[src/rtl/n64_poll_sequencer.sv]
// N64 controller poll sequencer.
// Periodically (or on request) sends the status/poll command 8'h01 on the
// open-drain controller line, then decodes the 32-bit button report plus stop
// bit that the controller returns. Bad or missing responses abort with a
// one-cycle timeout_err pulse and leave the last good report untouched.
//
// state   | meaning
// --------+-----------------------------------------------------------
// IDLE    | line released, waiting for poll_req or poll timer expiry
// TX_BIT  | shifting out command bits MSB first, 4 us per bit
// TX_STOP | 1 us low console stop bit
// RX_WAIT | line released, waiting for the next response falling edge
// RX_BIT  | 2 us after a falling edge, sample the line into the shifter
// DONE    | full response captured, report/report_valid presented
// ERR     | response timed out, timeout_err presented

module n64_poll_sequencer #(
  parameter int US_CYCLES   = 12,
  parameter int POLL_PERIOD = 200000,
  parameter int TIMEOUT_US  = 64
) (
  input  logic        clock,
  input  logic        reset,
  input  logic        poll_req,
  input  logic        line_in,
  output logic        line_oe,
  output logic [31:0] report,
  output logic        report_valid,
  output logic        busy,
  output logic        timeout_err
);

  localparam logic [2:0] IDLE    = 3'd0;
  localparam logic [2:0] TX_BIT  = 3'd1;
  localparam logic [2:0] TX_STOP = 3'd2;
  localparam logic [2:0] RX_WAIT = 3'd3;
  localparam logic [2:0] RX_BIT  = 3'd4;
  localparam logic [2:0] DONE    = 3'd5;
  localparam logic [2:0] ERR     = 3'd6;

  localparam logic [7:0] CMD = 8'h01;

  localparam int BIT_CYC = 4 * US_CYCLES;
  localparam int TO_CYC  = TIMEOUT_US * US_CYCLES;
  localparam int TMR_W   = $clog2(BIT_CYC + 1);
  localparam int TO_W    = $clog2(TO_CYC + 1);
  localparam int POLL_W  = (POLL_PERIOD > 1) ? $clog2(POLL_PERIOD) : 1;

  localparam logic [TMR_W-1:0]  BIT_LOAD  = TMR_W'(BIT_CYC - 1);
  localparam logic [TMR_W-1:0]  US_LOAD   = TMR_W'(US_CYCLES - 1);
  localparam logic [TMR_W-1:0]  HALF_LOAD = TMR_W'(2 * US_CYCLES - 1);
  localparam logic [TMR_W-1:0]  ONE_TH    = TMR_W'(3 * US_CYCLES);
  localparam logic [TMR_W-1:0]  ZERO_TH   = TMR_W'(US_CYCLES);
  localparam logic [TO_W-1:0]   TO_LOAD   = TO_W'(TO_CYC - 1);
  localparam logic [POLL_W-1:0] POLL_LOAD = POLL_W'(POLL_PERIOD - 1);

  logic [2:0]        state;
  logic [TMR_W-1:0]  tmr;
  logic [TO_W-1:0]   to_tmr;
  logic [POLL_W-1:0] poll_cnt;
  logic [2:0]        tx_idx;
  logic [5:0]        rx_cnt;
  logic [32:0]       rx_shreg;
  logic [31:0]       report_q;
  logic              sync_meta;
  logic              sync_q;
  logic              sync_prev;
  logic              fall;
  logic              poll_start;

  assign fall       = sync_prev & ~sync_q;
  assign poll_start = (state == IDLE) && (poll_req || (poll_cnt == '0));

  // Bring the asynchronous controller line into the clock domain; idle-high reset
  // value keeps a falling edge from appearing right after reset.
  always_ff @(posedge clock) begin
    if (reset) begin
      sync_meta <= 1'b1;
      sync_q    <= 1'b1;
      sync_prev <= 1'b1;
    end else begin
      sync_meta <= line_in;
      sync_q    <= sync_meta;
      sync_prev <= sync_q;
    end
  end

  // Free-running poll interval timer; parks at zero while a transaction runs so
  // an overdue poll fires as soon as the sequencer returns to IDLE.
  always_ff @(posedge clock) begin
    if (reset) begin
      poll_cnt <= POLL_LOAD;
    end else if (poll_start) begin
      poll_cnt <= POLL_LOAD;
    end else if (poll_cnt != '0) begin
      poll_cnt <= poll_cnt - 1'b1;
    end
  end

  // Transaction sequencer: command transmit, response capture and completion.
  always_ff @(posedge clock) begin
    if (reset) begin
      state    <= IDLE;
      tmr      <= '0;
      to_tmr   <= '0;
      tx_idx   <= '0;
      rx_cnt   <= '0;
      rx_shreg <= '0;
      report_q <= '0;
    end else begin
      case (state)
        IDLE: begin
          if (poll_start) begin
            state    <= TX_BIT;
            tx_idx   <= 3'd7;
            tmr      <= BIT_LOAD;
            rx_cnt   <= '0;
            rx_shreg <= '0;
          end
        end

        TX_BIT: begin
          if (tmr == '0) begin
            if (tx_idx == '0) begin
              state <= TX_STOP;
              tmr   <= US_LOAD;
            end else begin
              tx_idx <= tx_idx - 3'd1;
              tmr    <= BIT_LOAD;
            end
          end else begin
            tmr <= tmr - 1'b1;
          end
        end

        TX_STOP: begin
          if (tmr == '0) begin
            state  <= RX_WAIT;
            to_tmr <= TO_LOAD;
          end else begin
            tmr <= tmr - 1'b1;
          end
        end

        RX_WAIT: begin
          if (fall) begin
            state  <= RX_BIT;
            tmr    <= HALF_LOAD;
            to_tmr <= TO_LOAD;
          end else if (to_tmr == '0) begin
            state <= ERR;
          end else begin
            to_tmr <= to_tmr - 1'b1;
          end
        end

        RX_BIT: begin
          // The edge-to-edge timeout keeps running while the bit is being sampled.
          if (to_tmr != '0) begin
            to_tmr <= to_tmr - 1'b1;
          end
          if (tmr == '0) begin
            rx_shreg <= {rx_shreg[31:0], sync_q};
            rx_cnt   <= rx_cnt + 6'd1;
            state    <= (rx_cnt == 6'd32) ? DONE : RX_WAIT;
          end else begin
            tmr <= tmr - 1'b1;
          end
        end

        DONE: begin
          report_q <= rx_shreg[32:1];
          state    <= IDLE;
        end

        ERR: begin
          state <= IDLE;
        end

        default: begin
          state <= IDLE;
        end
      endcase
    end
  end

  // Open-drain drive: 0 bits are 3 us low / 1 us high, 1 bits 1 us low / 3 us
  // high, counted on the per-bit down-counter; the stop bit is held low.
  always_comb begin
    line_oe = 1'b0;
    case (state)
      TX_BIT:  line_oe = CMD[tx_idx] ? (tmr >= ONE_TH) : (tmr >= ZERO_TH);
      TX_STOP: line_oe = 1'b1;
      default: line_oe = 1'b0;
    endcase
  end

  // Status outputs; the new report is shown already during DONE so it lines up
  // with report_valid, the stop sample in rx_shreg[0] is dropped.
  always_comb begin
    busy         = (state != IDLE);
    report_valid = (state == DONE);
    timeout_err  = (state == ERR);
    report       = (state == DONE) ? rx_shreg[32:1] : report_q;
  end

endmodule

[config.mk]
export PLATFORM = sky130hd
export DESIGN_NAME = n64_poll_sequencer
export DESIGN_NICKNAME = d
export VERILOG_FILES = /design/src/rtl/n64_poll_sequencer.sv
export SDC_FILE = /design/constraint.sdc
export NUM_CORES = 1
export LEC_CHECK = 0
export ABC_AREA = 1
export BUFFER_PORTS_ARGS = -buffer_cell sky130_fd_sc_hd__buf_2
export CORE_MARGIN = 2
export CORE_UTILIZATION = 60
export DETAILED_ROUTE_END_ITERATION = 8
export HOLD_SLACK_MARGIN = 0.08
export PLACE_DENSITY = 0.79
export SETUP_SLACK_MARGIN = 0.5
export SLEW_MARGIN = 10
export SYNTH_ARGS = -nofsm -noshare
export SYNTH_HDL_FRONTEND = slang
export SYNTH_SLANG_ARGS = --single-unit
[constraint.sdc]
create_clock -name clock -period 4.2 [get_ports clock]
set_input_delay 0.63 -clock clock [delete_from_list [all_inputs] [get_ports clock]]
set_output_delay 0.63 -clock clock [all_outputs]
set_load 0.02 [all_outputs]
After elaboration in Yosys (flattened, before gate mapping)
Memory sizes are Yosys's and may differ from the RTL's. A register that Yosys moved wholly into a read port is not among the register bits.
Cells that the tools add are included.
- bits in registers: 114
- memory bits (read-only): 8
- output and inout port bits: 36
- logic and storage cells: 97
- memories: 1
- add/sub/neg operators: 5
- $lt $le $gt $ge: 3
- equal/unequal tests: 18
- mux-type cells: 36
- bitwise operators: 2
- reduce and logical (&&, ||, !) cells: 21
- memories (name ; depth ; width ; read ports ; clocked after Yosys merged registers in ; write ports ; RTL line ; source):
    (no name shown) ; 8 ; 1 ; 1 ; 1 ; 0 ; 192 ; TX_BIT: line_oe = CMD[tx_idx] ? (tmr >= ONE_TH) : (tmr >= ZERO_TH);
- operator list (kind ; count):
    $mux 33 ; 2
    $pmux 33 s2 ; 1
    $mux 6 ; 7
    $mux 10 ; 4
    $mux 3 ; 13
    $mux 32 ; 1
    $pmux 10 s3 ; 1
    $pmux 6 s4 ; 1
    $logic_not 18->1 ; 1
    $ne 2x2->1 const B ; 9
    $reduce_bool 18->1 ; 1
    $sub 18x1->18 const B ; 1
    $pmux 3 s5 ; 1
    $pmux 6 s2 ; 1
    $reduce_and 4->1 ; 3
    $logic_not 10->1 ; 1
    $reduce_bool 10->1 ; 1
    $sub 10x1->10 const B ; 1
    $eq 3x3->1 const B ; 3
    $add 6x1->6 const B ; 1
    $eq 3x2->1 const B ; 2
    $eq 6x6->1 const B ; 1
    $ge 6x4->1 const B ; 1
    $ge 6x6->1 const B ; 1
    20 further kinds ; 26

Longest topological paths before layout
Gate-level depths: netlist (run 1).
- depth in word-level cells: 7
- gate-level depth with buffers: 12
- gate-level depth less buffers: 12

Least setup slack after synthesis (run 1)
No wires, ideal clock.
- path type: register -> output
- from: register state[0]
- to: output port report[22]
- data arrival time: 1.509 ns
- required time: 3.570 ns
- slack: 2.061 ns
- stages on the path, launching flop included: 6
- cells stage by stage: dfxtp_1 -> inv_1 -> nor3_2 -> clkbuf_1 -> buf_2 -> a21oi_1
- longest elaborated chain between the ends: 2
- RTL lines (element ; RTL line ; source):
    from (decl) ; 57 ; logic [2:0] state;
    from (signal assigned) ; 165 ; state <= (rx_cnt == 6'd32) ? DONE : RX_WAIT;
    $eq 3x3->1 ; -- ;
    via report_valid ; 28 ; output logic report_valid,
    $mux 32 ; 204 ; report = (state == DONE) ? rx_shreg[32:1] : report_q;
    to (decl) ; 27 ; output logic [31:0] report,
The timed path passes the listed nets, and every way through them passes these cells.

Worst setup path in the final report (run 1)
- from: register state[0]
- to: output port report[2]
- longest elaborated chain between the ends: 2
- RTL lines (element ; RTL line):
    $eq 3x3->1 ; 204
    $mux 32 ; 204
Every way passes these cells.

==> results of run 1 <==
[registers in the layout, summed over array words and instances (netlist names), named ones only]
name,cells
report_q,32
sync_q,1
rx_shreg,33
sync_prev,1
sync_meta,1
state,3
to_tmr,10
tmr,6
rx_cnt,6
poll_cnt,18
tx_idx,3
[stage by stage]
stage	power (mW)	hold slack (ns)
CTS	4.69	0.278
global route	5.02	0.287
floorplan	2.87	0.389
finish	4.68	0.296
detailed placement	3.15	0.421
global placement	3.08	0.429
[synth_stat cells]
library cell / number / area [um2]
o211ai_1: 4 / 30.0
nand4_1: 8 / 50.1
o21bai_1: 2 / 15.0
inv_1: 116 / 435
a21oi_1: 122 / 611
a21oi_2: 1 / 8.76
o21ai_1: 5 / 25.0
nand2_1: 107 / 402
a211oi_1: 32 / 240
clkinv_1: 1 / 3.75
nand2_2: 6 / 37.5
xnor2_1: 7 / 61.3
nor2_1: 65 / 244
buf_2: 13 / 65.1
nand3_1: 33 / 165
or2_2: 35 / 219
a211oi_2: 1 / 12.5
buf_4: 2 / 15.0
nor2_2: 4 / 25.0
buf_6: 5 / 56.3
nor3_1: 42 / 210
a21boi_2: 1 / 11.3
o21ai_0: 19 / 95.1
a21boi_0: 1 / 7.51
dfxtp_1: 115 / 2300
nand3_2: 4 / 40.0
ha_1: 10 / 125
nor2_4: 1 / 11.3
clkbuf_1: 19 / 71.3
nor3_2: 1 / 10.0
xor2_1: 13 / 114
inv_2: 8 / 30.0
[critical path: stages, from the launching register on]
cell and delay, ns:
dfxtp_1 0.44, inv_1 0.13, nor3_4 0.64, buf_12 0.31, or2_2 0.15, inv_1 0.04, a21oi_1 0.12, buf_2 0.18
[path summary, 6_finish.rpt]
path	slack [ns]	to	startpoint	cells after the start
setup / recovery	1.02	report[2]	state[0]	7
hold / removal	0.30	sync_meta	line_in	2
setup reg to reg	1.73	rx_cnt[0]	tmr[0]	9
hold reg to reg	0.43	sync_q	sync_meta	1
[final cells by class]
class,count,area share
inverter,125,0.0712
sequential,115,0.349
tap,129,0.0245
multi-input combinational,524,0.421
timing repair buffer,45,0.0383
clock inverter,14,0.0306
clock buffer,18,0.0649
[metal layers]
metal,up-vias,global-route usage
met2,117,0.424
li1,2664,-
met1,2445,0.295
met4,0,0.0769
met5,-,0
met3,16,0.0602
[cell families (layout without fill, tap and decap cells)]
| group | Yosys count | count (layout) | synth area share |
|---|---|---|---|
| xor+xnor | 20 | 20 | 0.0305 |
| buf+inv | 164 | 202 | 0.118 |
| fa+ha+maj | 10 | 10 | 0.0218 |
| compound gates | 188 | 188 | 0.184 |
| simple gates | 306 | 306 | 0.246 |
| flops | 115 | 115 | 0.400 |
[power by group through the flow]
stage | combinational (mW) | sequential [mW] | clock [mW]
after floorplan | 1.37 | 1.50 | 0
after global placement | 1.55 | 1.53 | 0
after detailed placement | 1.61 | 1.54 | 0
after CTS | 1.63 | 1.53 | 1.54
after global routing | 1.86 | 1.56 | 1.59
final | 1.63 | 1.53 | 1.51
==> results.cfg, run 1 <==
[finish]
final_core_util = 0.710
final_common_cell = a21oi_1
num_antenna_cells = 0
fill_cells = 742
drive_gt1_frac = 0.165
fin_nets = 842
multi_input_comb_area_um2 = 2780
syn_to_final_growth_pct = 14.6
final_cell_area_um2 = 6590
fin_cells = 970
seqCellArea_um2 = 2300
layout_common_cells = 122 x a21oi_1, 116 x inv_1, 115 x dfxtp_1

[pwr]
sw_frac_of_total = 0.383
p_leak_nw = 2.96
internal_power_mw = 2.89
switchingPower_mw = 1.79
power_frac_seq = 0.327
p_per_area_nw_per_um2 = 710
combPwrFrac = 0.349
peakVddDrop_mv = 0.336
p_clk_frac = 0.324

[drt]
routed_wl_um = 12100
firstDrtPassIters = 6
postRouteAntennaNets = 0
routed-wl-met2_um = 5910
top_layer = met4
wl_per_cell_um = 12.4
drc = 0
dr.first_iter.drc_count = 253
wl_met1_um = 5510
wl_met3_um = 535
vias_per_cell = 5.40
dr_total_vias = 5242

[clock_network]
clkTransAtPathRegs_ns = 0.06
cts_inserted_buffers = 17
postCtsHoldBufs = 0
root_buffer = clkbuf_8
cts_tree = yes
post-cts-setup-buffers = 0
ctsResizeCount = 0
clock_latency_ns = 0.52
htree_num_levels = 4
cts_sinks = 115
clk_path_buf_depth = 2

[synth]
syn_area_um2 = 5750
synth_cell_types = 32
yosysWarningCount = 0
syn_area_per_cell_um2 = 7.16
ys_seq_area_frac = 0.400
synthCells = 803
synth_seq_cells = 115
synth_nets = 817

[global_route]
gr-total-overflow = 0
grt_use_total = 0.243
grt_pass1_vias = 4863
grt_pass1_wl_um = 20500
antenna_found_initial = 0
grt_max_degree = 79

[placement]
placed_cell_area_um2 = 5960
dpl.cell_count = 938
gp_congestion = 0.831
hpwl_um = 7790
port_buffers = 39
pre_cts_slack_ns = 1.57

[die]
fp.coreArea_um2 = 9280
die-area_um2 = 10400
io_pins = 40
start_util = 0.619
die_x_um = 102
die_h_um = 102
fp-row-count = 35

[sta]
setup_slack_ns = 1.02
rsz0062_at_grt = no
max_freq_mhz = 314
worst_slew_pin_slew_ns = 1.22
setup_viol_count_final = 0
min_period_ns = 3.18
finClkSkew_ns = 0.00952
hold_viol_final = 0
tns_ns = 0
post-route-period-util = 0.757
slew_headroom = 0.188
maxSlewViolCount = 0

[worst_setup_path]
worst-setup-path-type = reg -> out
start_kind = flip-flop
worst-path-max-fanout = 65
arrival_ns = 2.55
required_ns = 3.57
cp-end-kind = primary output

[run_status]
status = completed

[worst_hold_path]
hold_class = in -> reg

[flow_run]
maxCapViolations = 0
(Power assumes the default switching activity.)
==> inputs of run 2 (changes only) <==
- clock period: 4.2 -> 3.3 ns (I/O delays scaled with it)
==> run 2 against run 1 <==
Final cell count is the same. Total power is 28% higher. Utilization rose by 0.054 points. First-iteration DRC count increased by 40%. Clock skew barely moved. Via count increased by 2.3%. Sequential power increased by 28%. Worst hold slack got worse by 0.13 ns. Critical endpoint is now report[1].
==> results.cfg, run 2 (synthesis gave the netlist of run 1 again) <==
[finish]
syn_to_final_growth_pct = 14.7
layout_common_cells = 122 x a21oi_1, 116 x inv_1, 115 x dfxtp_1
final_common_cell = a21oi_1
fin_nets = 843
reg.largest.list = rx_shreg (33), report_q (32), poll_cnt (18)
drive_gt1_frac = 0.165
fill_cells = 772
num_antenna_cells = 0
regMostFlops = rx_shreg
largest_reg_flops = 33
final_cell_area_um2 = 6600

[drt]
wl_per_cell_um = 13.3
wl_met1_um = 5650
firstDrtPassIters = 5
routed_wl_um = 12900
drc = 0
top_layer = met4
routed-wl-met2_um = 6540
wl_met3_um = 569
postRouteAntennaNets = 0
dr.first_iter.drc_count = 353
vias_per_cell = 5.53
dr_total_vias = 5364

[clock_network]
cts_tree = yes
htree_num_levels = 4
clock_latency_ns = 0.51
cts_inserted_buffers = 17
clk_path_buf_depth = 2
cts_sinks = 115
clkTransAtPathRegs_ns = 0.06
root_buffer = clkbuf_8
post-cts-setup-buffers = 0

[placement]
port_buffers = 39
placed_cell_area_um2 = 5960
gp_congestion = 0.884
hpwl_um = 7940

[sta]
rsz0062_at_grt = no
slew_headroom = 0.464
worst_slew_pin_slew_ns = 0.804
setup_viol_count_final = 0
maxSlewViolCount = 0
min_period_ns = 2.65
max_freq_mhz = 377
post-route-period-util = 0.804
finClkSkew_ns = 0.00993
hold_viol_final = 0
tns_ns = 0

[worst_hold_path]
hold_class = in -> reg
hold_depth = 2

[die]
fp.coreArea_um2 = 9280
die_h_um = 102
start_util = 0.619
die-area_um2 = 10400
die_x_um = 102
io_pins = 40
fp-row-count = 35

[worst_setup_path]
cp-end-kind = primary output
start_kind = flip-flop
r2r_cells = 9
arrival_ns = 2.16
worst-setup-path-type = reg -> out
required_ns = 2.80
worst-path-max-fanout = 49

[pwr]
peakVddDrop_mv = 0.457
p_leak_nw = 2.97
p_per_area_nw_per_um2 = 910

[global_route]
grt_use_total = 0.253
grt_pass1_vias = 4962
grt_pass1_wl_um = 21400
gr-total-overflow = 0
grt_max_degree = 98
antenna_found_initial = 0

[run_status]
status = completed

[flow_run]
maxCapViolations = 0
[run 2: cell count changes in the layout (fill, tap and decap cells not counted), sizes merged]
cell and change:
clkinvlp -2, clkinv +2
[run 2: what timing repair did]
action	CTS	global route
setup endpoints to repair	0	16
hold buffers	0	0
endpoints found under the hold margin	0	0
resized for setup	0	1
[run 2: cell type report]
cell class | count | area (um2) | area share
Clock buffer | 17 | 414 | 0.0628
Clock inverter | 14 | 204 | 0.0309
Inverter | 125 | 469 | 0.0711
Multi-Input combinational cell | 524 | 2780 | 0.421
Sequential cell | 115 | 2300 | 0.349
Tap cell | 129 | 161 | 0.0245
Timing Repair Buffer | 46 | 269 | 0.0408
[run 2: per-layer routing]
metal  up-vias  GRT usage
li1       2672          -
met1      2502      0.313
met2       171      0.439
met3        19     0.0520
met4         0     0.0892
met5         -          0
[run 2: through the flow]
stage / hold slack, ns / std cells / setup slack, ns / utilization / power (mW)
finish: 0.168 / 970 / 0.648 / 0.711 / 6.00
CTS: 0.157 / 969 / 0.587 / 0.709 / 5.97
global route: 0.158 / 970 / 0.512 / 0.711 / 6.41
floorplan: 0.389 / 803 / 1.30 / - / 3.65
global placement: 0.403 / 938 / 1.20 / 0.642 / 3.94
detailed placement: 0.418 / 938 / 1.14 / 0.642 / 4.02
[run 2: final timing paths]
kind	endpoint	startpoint	slack, ns
setup / recovery	report[1]	state[0]	0.65
hold / removal	sync_meta	line_in	0.17
hold reg to reg	sync_q	sync_meta	0.43
setup reg to reg	rx_shreg[16]	tmr[0]	1.10
[run 2: power by group]
group | switching (mW) | internal [mW] | leakage, nW
Clock | 0.674 | 1.23 | 0.303
Sequential | 0.256 | 1.70 | 0.939
Combinational | 1.41 | 0.724 | 1.73
Total | 2.34 | 3.66 | 2.97
[run 2: critical path: stages (launching register included)]
cell and delay [ns]:
dfxtp_1 0.45, inv_1 0.14, nor3_4 0.27, clkbuf_16 0.27, or2_2 0.14, inv_1 0.04, a21oi_1 0.13, buf_2 0.19
==> inputs of run 3 (changes only) <==
- clock period: 3.3 -> 2.55 ns (I/O delays scaled with it)
==> run 3 against run 2 <==
Non-clock buffer count increased by 35. Die area stayed put. Clock-buffer cell count up 1. Sequential share of layout area decreased by 3.1 points. Flip-flop and latch count unchanged. Final cell count increased by 3.7%. Combinational power is 52% higher. Clock power is 22% higher. Register-to-register slack worse by 0.54 ns. Worst hold slack better by 0.21 ns. Wire length increased by 33%.
==> results.cfg, run 3 (synthesis gave the netlist of run 1 again) <==
[drt]
dr.first_iter.drc_count = 639
dr_total_vias = 5952
firstDrtPassIters = 7
vias_per_cell = 5.92
wl_per_cell_um = 17.2
postRouteAntennaNets = 0
drc = 0
routed_wl_um = 17300

[worst_hold_path]
hold_class = in -> reg
hp-start = reset
min_to = sync_prev
hold_depth = 4

[global_route]
antenna_found_initial = 0
grt_use_total = 0.277
gr-total-overflow = 0
grt_pass1_vias = 5129
grt_max_degree = 79
grt_pass1_wl_um = 23300

[die]
start_util = 0.619
die_h_um = 102
io_pins = 40
fp.coreArea_um2 = 9280
fp-row-count = 35
die_x_um = 102
die-area_um2 = 10400

[finish]
fin_nets = 878
num_antenna_cells = 0
largest_reg_flops = 33
final_core_util = 0.783
syn_to_final_growth_pct = 26.4
drive_gt1_frac = 0.234
reg.largest.list = rx_shreg (33), report_q (32), poll_cnt (18)
layout_common_cells = 112 x dfxtp_1, 110 x a21oi_1, 106 x nand2_1
fill_cells = 589
final_common_cell = dfxtp_1
regMostFlops = rx_shreg

[worst_setup_path]
arrival_ns = 1.96
r2r-end = rx_shreg[21]
start_kind = flip-flop
timing.rr.start = state[0]
r2r_cells = 7
cp-end-kind = primary output
rrSetupSlack_ns = 0.56
required_ns = 2.17
worst-path-max-fanout = 7
worst-setup-path-type = reg -> out

[sta]
min_period_ns = 2.34
post-route-period-util = 0.919
worst_slew_pin_slew_ns = 0.842
rsz0062_at_grt = yes
maxSlewViolCount = 0
max_freq_mhz = 427
hold_viol_final = 0
setup_viol_count_final = 0
tns_ns = 0
finClkSkew_ns = 0.00587
slew_headroom = 0.439

[pwr]
total_power_mw = 8.15
peakVddDrop_mv = 0.676
p_per_area_nw_per_um2 = 1120
p_leak_nw = 3.19

[clock_network]
cts_tree = yes
root_buffer = clkbuf_8
clk_path_buf_depth = 2
htree_num_levels = 4
clock_latency_ns = 0.51
clkTransAtPathRegs_ns = 0.06
cts_inserted_buffers = 17
cts_sinks = 115

[placement]
port_buffers = 39
hpwl_um = 7960
gp_congestion = 0.942

[flow_run]
maxCapViolations = 0

[run_status]
status = completed
run 3: final cells by class:
class / count / area (um2) / share of cell area
Timing Repair Buffer: 81 / 828 / 0.114
Inverter: 125 / 484 / 0.0666
Sequential cell: 115 / 2310 / 0.318
Multi-Input combinational cell: 524 / 2900 / 0.399
Clock buffer: 18 / 428 / 0.0589
Tap cell: 129 / 161 / 0.0222
Clock inverter: 14 / 153 / 0.0210
run 3: routing by layer:
metal / up-vias / GRT usage / wire [um]
li1: 2735 / - / -
met1: 2742 / 0.351 / 6830
met2: 378 / 0.465 / 8290
met3: 97 / 0.0506 / 1370
met4: 0 / 0.121 / 772
met5: - / 0 / 0
run 3: through the flow:
| stage | setup WS, ns | hold WS [ns] | area [um2] | cells |
|---|---|---|---|---|
| floorplan | 0.659 | 0.389 | 5750 | 803 |
| global placement | 0.592 | 0.407 | 5980 | 941 |
| detailed placement | 0.505 | 0.411 | 5980 | 941 |
| CTS | 0.294 | 0.344 | 6910 | 994 |
| global route | 0.157 | 0.359 | 7270 | 1006 |
| finish | 0.207 | 0.381 | 7270 | 1006 |
run 3: worst max path at each step:
| stage | startpoint | to | slack, ns | cells after the start |
|---|---|---|---|---|
| final | state[0] | report[12] | 0.21 | 8 |
| after global routing | state[0] | report[12] | 0.16 | 8 |
| after CTS | state[2] | report[13] | 0.29 | 9 |
| after detailed placement | state[0] | report[2] | 0.50 | 7 |
| after global placement | state[0] | report[2] | 0.59 | 7 |
| after floorplan | state[0] | report[22] | 0.66 | 5 |
run 3: where the power goes:
group          total, mW  internal, mW  leakage [nW]  switching (mW)
clock               2.33          1.43         0.286           0.909
sequential          2.57          2.21         0.941           0.364
combinational       3.25          1.11          1.96            2.13
total               8.15          4.75          3.19            3.41
run 3: worst max-delay path: stages, from the launching register on:
cell	delay [ns]
dfxtp_4	0.37
inv_4	0.04
nor3_4	0.21
buf_6	0.17
buf_12	0.13
or2_2	0.10
inv_1	0.05
a21oi_1	0.18
buf_4	0.18
run 3: timing repair:
item | in CTS | in global routing
hold endpoints to repair | 1 | 0
setup endpoints to repair | 34 | 80
cloned | 4 | 4
hold buffers | 1 | 0
buffers inserted | 16 | 8
pin swaps | 1 | 6
gates resized for setup | 45 | 65
